--- src/rtl/uart_pkg.sv ---
// Shared UART definitions for the transmitter and the matching receiver.
// Latency: n/a (types and constants only).
// Backpressure: n/a.
package uart_pkg;

  // Frame sequencer states. PARITY is only visited when the transmitter is
  // built with UART_TX_PARITY_EN; the receiver uses the same encoding.
  typedef enum logic [2:0] {
    ST_IDLE,
    ST_START,
    ST_DATA,
    ST_PARITY,
    ST_STOP
  } uart_state_t;

  // Level of the serial line between frames (and the stop bit).
  localparam logic UART_IDLE_LEVEL = 1'b1;

endpackage

--- src/rtl/uart_tx_pulser.sv ---
// Bit-rate pulser: free-running 0..SAMPLES-1 counter with a tick on the last count.
// Latency: tick is a decode of the registered count; clear takes effect on the next edge.
// Backpressure: none; runs every clock.
//
// Ports:
//   clk   - sample clock
//   reset - asynchronous, active-high; count returns to 0
//   clear - synchronous restart of the count at 0 (aligns a new bit period)
//   tick  - high for the final clock of each bit period
module pulser #(
  parameter int SAMPLES = 16
) (
  input  logic clk,
  input  logic reset,
  input  logic clear,
  output logic tick
);

  localparam int CW = $clog2(SAMPLES);
  localparam logic [CW-1:0] LAST = CW'(SAMPLES - 1);

  logic [CW-1:0] count;

  always_ff @(posedge clk or posedge reset) begin
    if (reset) begin
      count <= '0;
    end else if (clear || count == LAST) begin
      count <= '0;
    end else begin
      count <= count + 1'b1;
    end
  end

  assign tick = (count == LAST);

endmodule

--- src/rtl/uart_tx.sv ---
// UART transmitter: start bit, WIDTH data bits LSB first, optional even parity, stop bit.
// Latency: tx leaves idle one clock after acceptance; frame lasts (WIDTH+2)*SAMPLES clocks (+SAMPLES with parity).
// Backpressure: ready is low for the whole frame; send is ignored while busy and accepted on the first idle cycle.
//
// Build option: define UART_TX_PARITY_EN to insert an even-parity bit between data and stop.
//
// Ports:
//   clk   - sample clock (SAMPLES clocks per bit)
//   reset - asynchronous, active-high; abandons any frame in flight
//   send  - level request; accepted on a rising edge while ready is high
//   data  - word to send, captured only at acceptance
//   tx    - registered serial line, idle high
//   ready - registered, high only in IDLE
module uart_tx
  import uart_pkg::*;
#(
  parameter int WIDTH   = 8,
  parameter int SAMPLES = 16
) (
  input  logic             clk,
  input  logic             reset,
  input  logic             send,
  input  logic [WIDTH-1:0] data,
  output logic             tx,
  output logic             ready
);

  localparam int IW = $clog2(WIDTH + 1);
  localparam logic [IW-1:0] LAST_IDX = IW'(WIDTH - 1);

  uart_state_t      state, state_n;
  logic [WIDTH-1:0] shreg, shreg_n;
  logic [IW-1:0]    idx, idx_n;
  logic             tx_n, ready_n;
  logic             clear;
  logic             tick;
`ifdef UART_TX_PARITY_EN
  logic             par_q, par_n;
`endif

  pulser #(
    .SAMPLES(SAMPLES)
  ) u_pulser (
    .clk  (clk),
    .reset(reset),
    .clear(clear),
    .tick (tick)
  );

  // tx and ready are computed for the next state and registered, so the
  // line never glitches and both change on the same edge as the state.
  always_comb begin
    state_n = state;
    shreg_n = shreg;
    idx_n   = idx;
    tx_n    = tx;
    ready_n = ready;
    clear   = 1'b0;
`ifdef UART_TX_PARITY_EN
    par_n   = par_q;
`endif
    case (state)
      ST_IDLE: begin
        tx_n    = UART_IDLE_LEVEL;
        ready_n = 1'b1;
        if (send) begin
          shreg_n = data;
          idx_n   = '0;
          clear   = 1'b1;  // bit period starts right after this edge
          state_n = ST_START;
          tx_n    = ~UART_IDLE_LEVEL;
          ready_n = 1'b0;
`ifdef UART_TX_PARITY_EN
          par_n   = ^data;
`endif
        end
      end
      ST_START: begin
        if (tick) begin
          state_n = ST_DATA;
          tx_n    = shreg[0];
        end
      end
      ST_DATA: begin
        if (tick) begin
          shreg_n = shreg >> 1;
          idx_n   = idx + 1'b1;
          if (idx == LAST_IDX) begin
`ifdef UART_TX_PARITY_EN
            state_n = ST_PARITY;
            tx_n    = par_q;
`else
            state_n = ST_STOP;
            tx_n    = UART_IDLE_LEVEL;
`endif
          end else begin
            tx_n = shreg_n[0];
          end
        end
      end
`ifdef UART_TX_PARITY_EN
      ST_PARITY: begin
        if (tick) begin
          state_n = ST_STOP;
          tx_n    = UART_IDLE_LEVEL;
        end
      end
`endif
      ST_STOP: begin
        if (tick) begin
          state_n = ST_IDLE;
          tx_n    = UART_IDLE_LEVEL;
          ready_n = 1'b1;
        end
      end
      default: begin
        state_n = ST_IDLE;
        tx_n    = UART_IDLE_LEVEL;
        ready_n = 1'b1;
      end
    endcase
  end

  always_ff @(posedge clk or posedge reset) begin
    if (reset) begin
      state <= ST_IDLE;
      shreg <= '0;
      idx   <= '0;
      tx    <= UART_IDLE_LEVEL;
      ready <= 1'b1;
`ifdef UART_TX_PARITY_EN
      par_q <= 1'b0;
`endif
    end else begin
      state <= state_n;
      shreg <= shreg_n;
      idx   <= idx_n;
      tx    <= tx_n;
      ready <= ready_n;
`ifdef UART_TX_PARITY_EN
      par_q <= par_n;
`endif
    end
  end

endmodule

--- config.mk ---
export PLATFORM = sky130hd
export DESIGN_NAME = uart_tx
export DESIGN_NICKNAME = d
export VERILOG_FILES = /design/src/rtl/uart_pkg.sv /design/src/rtl/uart_tx_pulser.sv /design/src/rtl/uart_tx.sv
export SDC_FILE = /design/constraint.sdc
export NUM_CORES = 1
export LEC_CHECK = 0
export CORE_UTILIZATION = 53
export CTS_CLUSTER_DIAMETER = 80
export DETAILED_ROUTE_END_ITERATION = 8
export GPL_TIMING_DRIVEN = 1
export PLACE_DENSITY_LB_ADDON = 0.15
export SYNTH_ARGS = -nofsm -noshare
export SYNTH_HDL_FRONTEND = slang
export SYNTH_SLANG_ARGS = --single-unit
--- constraint.sdc ---
create_clock -name clk -period 2.55 [get_ports clk]
set_input_delay 0.51 -clock clk [delete_from_list [all_inputs] [get_ports clk]]
set_output_delay 0.51 -clock clk [all_outputs]
set_load 0.01 [all_outputs]
==> reports/summary.txt, run 1 <==
status: finished, final reports clean
R2R cell count: 3
Setup Viol. Count Final: 0
Iter 0 DRT Violations: 18
Die H: 47.1 um
number of global-route vias before repair: 727
largest buffer count on any clock path: 2
worst r2r src: state[0]
GP Congestion: 0.748
Setup Buffers After CTS: 0
CTS tree: built
leakage: 0.492 nW
WP buf/inv: 1
clock skew: 0.000930 ns
H-tree Lvls: 1
global route overflow: 0
clk sinks: 21
Max Cap Viol: 0
largest cells by area after synthesis: dfrtp_1 44%, o32a_1 7.4%, dfstp_2 4.9%, o21a_1 4.9%, a21oi_1 2.3%
Worst Hold Slack: 0.475 ns
Via-to-Cell Ratio: 6.33
Min-Delay Path Class: reg -> reg
FP Rows: 15
maximum vdd ir drop: 630 uV
Avg Cell Area, Syn: 10.8 um^2
ratio of cells with drive above 1 in the final layout: 9.01%
Worst Hold Launch: u_pulser.count[0]
startpoint types: flip-flop
core area: 0.00182 mm^2
synth cell count leaders: 19 x dfrtp_1, 8 x o32a_1, 7 x o21a_1
Vias: 861
maximum number of pins on one net before global-route repair: 22
Crit Path Category: reg -> out
crit path max fanout: 4
Post-Synthesis Cells: 100
number of diodes: 0
Post-Syn Area: 0.00108 mm^2
Pwr Density: 978 mW/mm^2
Worst path max stage delay: 0.57 ns
antenna viol nets, final: 0
net count after synthesis: 113
DRC: 0
Top Ports: 13
first-pass GRT wire length: 3370 um
total CTS buffers: 3
post-synth top area share: 44.0%
routed len/inst: 16.6 um
flop-to-flop setup slack: 0.78 ns
initial antenna violation count: 0
crit path DAT: 1.42 ns
Reg clk slew, reported paths: 0.12 ns
Worst-Skew Late Latency: 0.31 ns
Min-Delay Endpoint: u_pulser.count[0]
post-synth top area cell: dfrtp_1
Final Hold Fails: 0
Final period util: 75.6%
Critical Path RT: 2.04 ns
Post-Route Setup TNS: 0 ns
1st-pass router iterations: 4
cell with the most instances after synthesis: dfrtp_1
ys async rst share: 100%
hold buffer count at cts: 0
post_cts resized: 0
Slew headroom: 45.4%
minimum clock period: 1.93 ns
CP endpoint kind: output port
Top FF cell, synth: dfrtp_1
RSZ-0062 raised after global routing: no
Clock Tree Root: clkbuf_4
worst-margin pin slew: 0.817 ns
Die Area: 0.00222 mm^2
routed wire length: 2260 um
# port buffers: 12
Initial Util: 59.3%
total track usage: 22.4%
YS warnings: 0
CP Cell Sequence: clkdlybuf4s50_1
Synth cell types: 37
Fmax: 519 MHz
Post-synth EDFFs: 0
WHS Path Cells: 1
Final #Nets: 125
layout overhead on the synthesized area: 14.4%
Max Slew Vio Count: 0
Worst path slowest cell: dfstp_2
Die Span X: 47.1 um
detailed placement HPWL: 1520 um
post-synthesis sequential area ratio: 48.9%
Worst R2R End: idx[3]
Seq cells post-synth: 21
CP delay by family, top: flip-flops
[power by group]
group | switching [mW] | leakage (nW) | total (mW) | internal (mW)
registers | 0.132 | 0.252 | 0.619 | 0.487
logic | 0.193 | 0.225 | 0.419 | 0.226
clock network | 0.108 | 0.0150 | 0.169 | 0.0612
[metal layers]
| layer | track usage [%] | vias to the layer above | routed length (um) | share of wire [%] |
|---|---|---|---|---|
| met4 | 10.3 | 0 | 37 | 1.6 |
| li1 | - | 407 | - | - |
| met2 | 34.4 | 26 | 1070 | 47 |
| met1 | 32.1 | 421 | 1050 | 47 |
| met5 | 0 | - | 0 | 0 |
| met3 | 2.31 | 7 | 99 | 4.4 |
[through the flow]
step	utilization [%]	cell area (um^2)	worst slack, ns	cells	power (mW)
finish	67.8	1230	0.623	136	1.21
global route	67.8	1230	0.599	136	1.28
CTS	67.8	1230	0.623	136	1.21
detailed placement	66.4	1210	0.474	132	1.05
global placement	66.4	1210	0.524	132	1.01
floorplan	-	1080	1.04	100	0.911
[logic make-up after synthesis]
group | after synthesis | share of synthesized area [%]
buffers and inverters | 12 | 5.21
DFF | 21 | 48.9
muxes | 1 | 0.927
and+or+nand+nor | 26 | 15.3
xor gates and xnor gates | 3 | 2.43
AOI/OAI and AO/OA | 35 | 24.9
adders and majority gates | 2 | 2.32
[flip-flops by register name, summed over array words and instances (netlist names)]
signal,count
shreg,8
idx,4
u_pulser.count,4
state,3
ready,1
tx,1
[final cells by class]
class,instances,area [um^2]
fillers,146,586
flip-flops and latches,21,528
repair buffers,14,135
well taps,25,31.3
clock buffers,4,26.3
multi-input cells,67,495
inverters,5,18.8
[worst max-delay path by stage]
stage | to | cells after the start | start
6_report | ready | 1 | ready
5_1_grt | ready | 1 | ready
4_1_cts | ready | 1 | ready
3_5_place_dp | idx[0] | 4 | send
3_3_place_gp | idx[0] | 4 | send
2_1_floorplan | shreg[0] | 4 | send
[placed cells by master (no fill, tap or decap), types with 3 or more instances in the layout]
cell type | netlist | final
clkdlybuf4s50_1 | 0 | 12
nor2_1 | 3 | 3
a21oi_1 | 5 | 5
nand3_1 | 5 | 5
inv_1 | 5 | 5
clkbuf_4 | 0 | 3
o21ai_0 | 5 | 5
nand2b_1 | 3 | 3
o21a_1 | 7 | 7
dfrtp_1 | 19 | 19
o32a_1 | 8 | 8
No activity file was read; power rests on OpenSTA's default activity.
==> run 2, diff against run 1 <==
CORE_UTILIZATION = 48   (was 53)
clock period = 1.73 ns   (was 2.55 ns; I/O delays follow)
==> run 2 against run 1 <==
Routed wire length fell by 7.5%. Largest cell class unchanged. Sequential power grew 40%. Setup slack worse by 0.50 ns. Hold slack worse by 0.21 ns. Critical path type is now reg -> reg. Register-to-register slack got worse by 0.66 ns. Clock power is 37% higher. Core utilization is 3.9 points lower. Cell count grew 7.4%.
==> reports/summary.txt, run 2 (synthesis results as in run 1) <==
Reg clk slew, reported paths: 0.11 ns (was 0.12 ns)
Critical Path Start: u_pulser.count[0] (was ready)
largest buffer count on any clock path: 2 (unchanged)
Worst Setup EP: state[0] (was ready)
Die Span X: 49.4 um (was 47.1 um)
Die Area: 0.00244 mm^2 (was 0.00222 mm^2)
number of global-route vias before repair: 841 (was 727)
leading cell type in the layout, fill and taps excluded: dfrtp_1 (unchanged)
layout overhead on the synthesized area: 21.0% (was 14.4%)
R2R cell count: 4 (was 3)
Pwr Density: 1370 mW/mm^2 (was 978 mW/mm^2)
antenna viol nets, final: 0 (unchanged)
Worst R2R End: state[0] (was idx[3])
status: finished, final reports clean (unchanged)
Clock Tree Root: clkbuf_4 (unchanged)
maximum number of pins on one net before global-route repair: 16 (was 22)
hold buffer count at cts: 0 (unchanged)
GP Congestion: 0.778 (was 0.748)
worst-margin pin slew: 0.428 ns (was 0.817 ns)
total CTS buffers: 3 (unchanged)
global route overflow: 0 (unchanged)
Crit Path Category: reg -> reg (was reg -> out)
Max Cap Viol: 0 (unchanged)
crit path DAT: 1.77 ns (was 1.42 ns)
largest registers: shreg x8, idx x4, u_pulser.count x4 (unchanged)
Final Hold Fails: 0 (unchanged)
Max Slew Vio Count: 0 (unchanged)
Top Ports: 13 (unchanged)
routed len/inst: 14.3 um (was 16.6 um)
flop-to-flop setup slack: 0.12 ns (was 0.78 ns)
CP endpoint kind: flip-flop (was output port)
H-tree Lvls: 1 (unchanged)
utilization after layout: 64.0% (was 67.8%)
worst r2r src: u_pulser.count[0] (was state[0])
maximum vdd ir drop: 942 uV (was 630 uV)
1st-pass router iterations: 4 (unchanged)
core area: 0.00204 mm^2 (was 0.00182 mm^2)
leakage: 0.540 nW (was 0.492 nW)
Largest register FFs: 8 (unchanged)
Iter 0 DRT Violations: 14 (was 18)
Slew headroom: 71.1% (was 45.4%)
most frequent cells in the layout: 19 x dfrtp_1, 10 x clkdlybuf4s50_1, 10 x buf_4 (was 19 x dfrtp_1, 12 x clkdlybuf4s50_1, 8 x o32a_1)
clock skew: 0.00701 ns (was 0.000930 ns)
clk sinks: 21 (unchanged)
initial antenna violation count: 0 (unchanged)
Setup Viol. Count Final: 0 (unchanged)
Setup Buffers After CTS: 0 (unchanged)
# port buffers: 12 (unchanged)
routed wire length: 2090 um (was 2260 um)
Via-to-Cell Ratio: 5.83 (was 6.33)
crit path max fanout: 8 (was 4)
Critical Path RT: 1.90 ns (was 2.04 ns)
total track usage: 19.4% (was 22.4%)
Final period util: 92.9%
first-pass GRT wire length: 3620 um (was 3370 um)
detailed placement HPWL: 1570 um (was 1520 um)
minimum clock period: 1.61 ns
FP Rows: 16 (was 15)
RSZ-0062 raised after global routing: no (unchanged)
ratio of cells with drive above 1 in the final layout: 15.1% (was 9.01%)
startpoint types: flip-flop (unchanged)
Min-Delay Path Class: in -> async (was reg -> reg)
DRC: 0 (unchanged)
Worst-Skew Late Latency: 0.30 ns (was 0.31 ns)
Initial Util: 52.9% (was 59.3%)
CTS tree: built (unchanged)
Post-Route Setup TNS: 0 ns (unchanged)
post_cts resized: 1 (was 0)
Fill cells: 189 (was 146)
Fmax: 622 MHz
Vias: 851 (was 861)
Final #Nets: 133 (was 125)
number of diodes: 0 (unchanged)
Die H: 49.4 um (was 47.1 um)
Largest Register: shreg (unchanged)
run 2: worst min-delay path by stage:
stage	start	to	slack, ns	cells past startpoint
finish	reset	u_pulser.count[0]	0.26	2
global placement	u_pulser.count[0]	u_pulser.count[0]	0.45	1
floorplan	reset	idx[0]	0.32	1
global route	reset	u_pulser.count[0]	0.28	2
CTS	reset	u_pulser.count[0]	0.26	2
detailed placement	u_pulser.count[0]	u_pulser.count[0]	0.47	1
run 2: final cells by class:
cell class                      instances  area (um^2)  area share, %
Sequential cell                        21          528           40.4
Multi-Input combinational cell         67          503           38.5
Timing Repair Buffer                   22          196           15.0
Tap cell                               27         33.8           2.59
Clock buffer                            4         26.3           2.01
Inverter                                5         18.8           1.44
run 2: where the power goes:
group | internal (mW) | switching [mW]
sequential | 0.719 | 0.151
combinational | 0.371 | 0.322
clock | 0.0897 | 0.141
run 2: metal layers:
layer | GRT usage, % | wire length, um | vias to the layer above
li1 | - | - | 427
met1 | 26.4 | 1040 | 412
met2 | 31.3 | 995 | 10
met3 | 1.87 | 42 | 2
met4 | 8.57 | 14 | 0
met5 | 0 | 0 | -
run 2: through the flow:
step	hold WS (ns)	instances	worst slack [ns]	power [mW]	instance area (um^2)
5_1_grt	0.276	146	0.0463	1.94	1310
3_3_place_gp	0.455	142	-0.134	1.55	1270
2_1_floorplan	0.321	100	0.227	1.34	1080
6_report	0.260	146	0.123	1.79	1310
3_5_place_dp	0.466	142	-0.168	1.59	1270
4_1_cts	0.262	146	0.00154	1.81	1300
run 2: worst max-delay path, stage by stage, from the launching register on:
cell and delay (ns):
dfrtp_1 0.41, ha_1 0.21, buf_4 0.14, and3_1 0.27
a2111oi_0 0.44
==> run 3, diff against run 2 <==
CORE_UTILIZATION = 53   (was 48)
SLEW_MARGIN = 25   (was default)
clock period = 1.9 ns   (was 1.73 ns; I/O delays follow)
==> run 3 against run 2 <==
Non-clock buffer count down 3. Die area fell by 9.1%. Cell count shrank 3.4%.
==> reports/summary.txt, run 3 (synthesis results as in run 1) <==
Final Hold Fails: 0 (unchanged)
largest registers: shreg x8, idx x4, u_pulser.count x4 (unchanged)
Clock Tree Root: clkbuf_4 (unchanged)
maximum number of pins on one net before global-route repair: 15 (was 16)
ratio of cells with drive above 1 in the final layout: 13.8% (was 15.1%)
Min-Delay Path Class: in -> async (unchanged)
Largest register FFs: 8 (unchanged)
# port buffers: 12 (unchanged)
Worst path slowest cell: dfstp_2 (was a2111oi_0)
utilization after layout: 70.0% (was 64.0%)
WP buf/inv: 1 (unchanged)
Multi-input gate area: 495 um^2 (was 503 um^2)
Vias: 850 (was 851)
crit path DAT: 1.39 ns (was 1.77 ns)
Initial Util: 59.3% (was 52.9%)
Final period util: 93.1%
RSZ-0062 raised after global routing: no (unchanged)
Area after DPL: 0.00125 mm^2 (was 0.00127 mm^2)
largest buffer count on any clock path: 2 (unchanged)
1st-pass router iterations: 4 (unchanged)
global route overflow: 0 (unchanged)
antenna viol nets, final: 0 (unchanged)
first-pass GRT wire length: 3240 um (was 3620 um)
Largest Register: shreg (unchanged)
leakage: 0.519 nW (was 0.540 nW)
Final #Nets: 130 (was 133)
Post-Route Setup TNS: 0 ns (unchanged)
Worst path max stage delay: 0.56 ns (was 0.44 ns)
Sequential Area: 528 um^2 (unchanged)
FP Rows: 15 (was 16)
dpl ws: 0.0337 ns (was -0.168 ns)
startpoint types: flip-flop (unchanged)
clk sinks: 21 (unchanged)
Critical Path RT: 1.52 ns (was 1.90 ns)
Slew headroom: 68.2% (was 71.1%)
leading cell type in the layout, fill and taps excluded: dfrtp_1 (unchanged)
CTS tree: built (unchanged)
Pwr Density: 1270 mW/mm^2 (was 1370 mW/mm^2)
GP Congestion: 0.769 (was 0.778)
routed wire length: 2100 um (was 2090 um)
CP endpoint kind: output port (was flip-flop)
Setup Viol. Count Final: 0 (unchanged)
Die Span X: 47.1 um (was 49.4 um)
overall power: 1.61 mW (was 1.79 mW)
Via-to-Cell Ratio: 6.03 (was 5.83)
Reg clk slew, reported paths: 0.12 ns (was 0.11 ns)
H-tree Lvls: 1 (unchanged)
min setup slack post-route: 0.131 ns (was 0.123 ns)
core area: 0.00182 mm^2 (was 0.00204 mm^2)
worst-margin pin slew: 0.477 ns (was 0.428 ns)
DRC: 0 (unchanged)
clock skew: 0.00379 ns (was 0.00701 ns)
post_cts resized: 0 (was 1)
Die Area: 0.00222 mm^2 (was 0.00244 mm^2)
number of diodes: 0 (unchanged)
routed len/inst: 14.9 um (was 14.3 um)
Die H: 47.1 um (was 49.4 um)
Fill cells: 147 (was 189)
Worst-Skew Late Latency: 0.30 ns (about the same)
layout overhead on the synthesized area: 18.0% (was 21.0%)
total track usage: 21.2% (was 19.4%)
Max Cap Viol: 0 (unchanged)
CP Cell Sequence: clkdlybuf4s50_1 (was ha_1 -> buf_4 -> and3_1 -> a2111oi_0)
Iter 0 DRT Violations: 13 (was 14)
hold buffer count at cts: 0 (unchanged)
number of global-route vias before repair: 747 (was 841)
Fmax: 565 MHz
total CTS buffers: 3 (unchanged)
Top Ports: 13 (unchanged)
maximum vdd ir drop: 853 uV (was 942 uV)
status: finished, final reports clean (unchanged)
crit path max fanout: 4 (was 8)
final instance area: 0.00127 mm^2 (was 0.00131 mm^2)
Setup Buffers After CTS: 0 (unchanged)
most frequent cells in the layout: 19 x dfrtp_1, 12 x clkdlybuf4s50_1, 8 x o32a_1 (was 19 x dfrtp_1, 10 x clkdlybuf4s50_1, 10 x buf_4)
Max Slew Vio Count: 0 (unchanged)
initial antenna violation count: 0 (unchanged)
minimum clock period: 1.77 ns
CP delay by family, top: flip-flops (was compound AO/OA/AOI/OAI gates)
detailed placement HPWL: 1540 um (was 1570 um)
Crit Path Category: reg -> out (was reg -> reg)
-- run 3: changes by cell type in the layout (fill, tap and decap cells not counted) --
cell	before	now
clkbuf_1	1	0
clkinv_2	0	1
dlygate4sd2_1	1	0
clkdlybuf4s50_1	10	12
buf_4	10	7
dlymetal6s2s_1	1	0
o21ai_4	1	0
o21ai_2	0	1
-- run 3: stage by stage --
| stage | hold WS (ns) | cells |
|---|---|---|
| floorplan | 0.355 | 100 |
| global placement | 0.454 | 137 |
| detailed placement | 0.463 | 137 |
| CTS | 0.302 | 141 |
| global route | 0.347 | 141 |
| finish | 0.304 | 141 |
-- run 3: cell type report --
type | count | share of cell area [%]
Sequential cell | 21 | 41.5
Multi-Input combinational cell | 67 | 38.9
Timing Repair Buffer | 19 | 13.6
Tap cell | 25 | 2.46
Clock buffer | 3 | 1.77
Inverter | 5 | 1.47
Clock inverter | 1 | 0.393
-- run 3: power by group --
group	internal (mW)	switching (mW)
Clock	0.0785	0.136
Combinational	0.320	0.286
Sequential	0.654	0.138
-- run 3: path summary, 6_finish.rpt --
| kind | start | end | slack (ns) | depth (start not counted) |
|---|---|---|---|---|
| worst max-delay path | ready | ready | 0.13 | 1 |
| worst min-delay path | reset | shreg[7] | 0.30 | 2 |
| worst max register to register | u_pulser.count[0] | idx[3] | 0.17 | 5 |
| worst min register to register | u_pulser.count[0] | u_pulser.count[0] | 0.48 | 1 |
| max in group asynchronous | reset | ready | 1.02 | 3 |
| min in group clk | u_pulser.count[0] | u_pulser.count[0] | 0.48 | 1 |
-- run 3: metal layers --
| layer | share of wire [%] | global-route usage, % | up-vias |
|---|---|---|---|
| met5 | 0 | 0 | - |
| met4 | 0.19 | 6.86 | 0 |
| met2 | 48 | 33.3 | 9 |
| li1 | - | - | 420 |
| met3 | 2.9 | 2.31 | 2 |
| met1 | 49 | 30.8 | 419 |
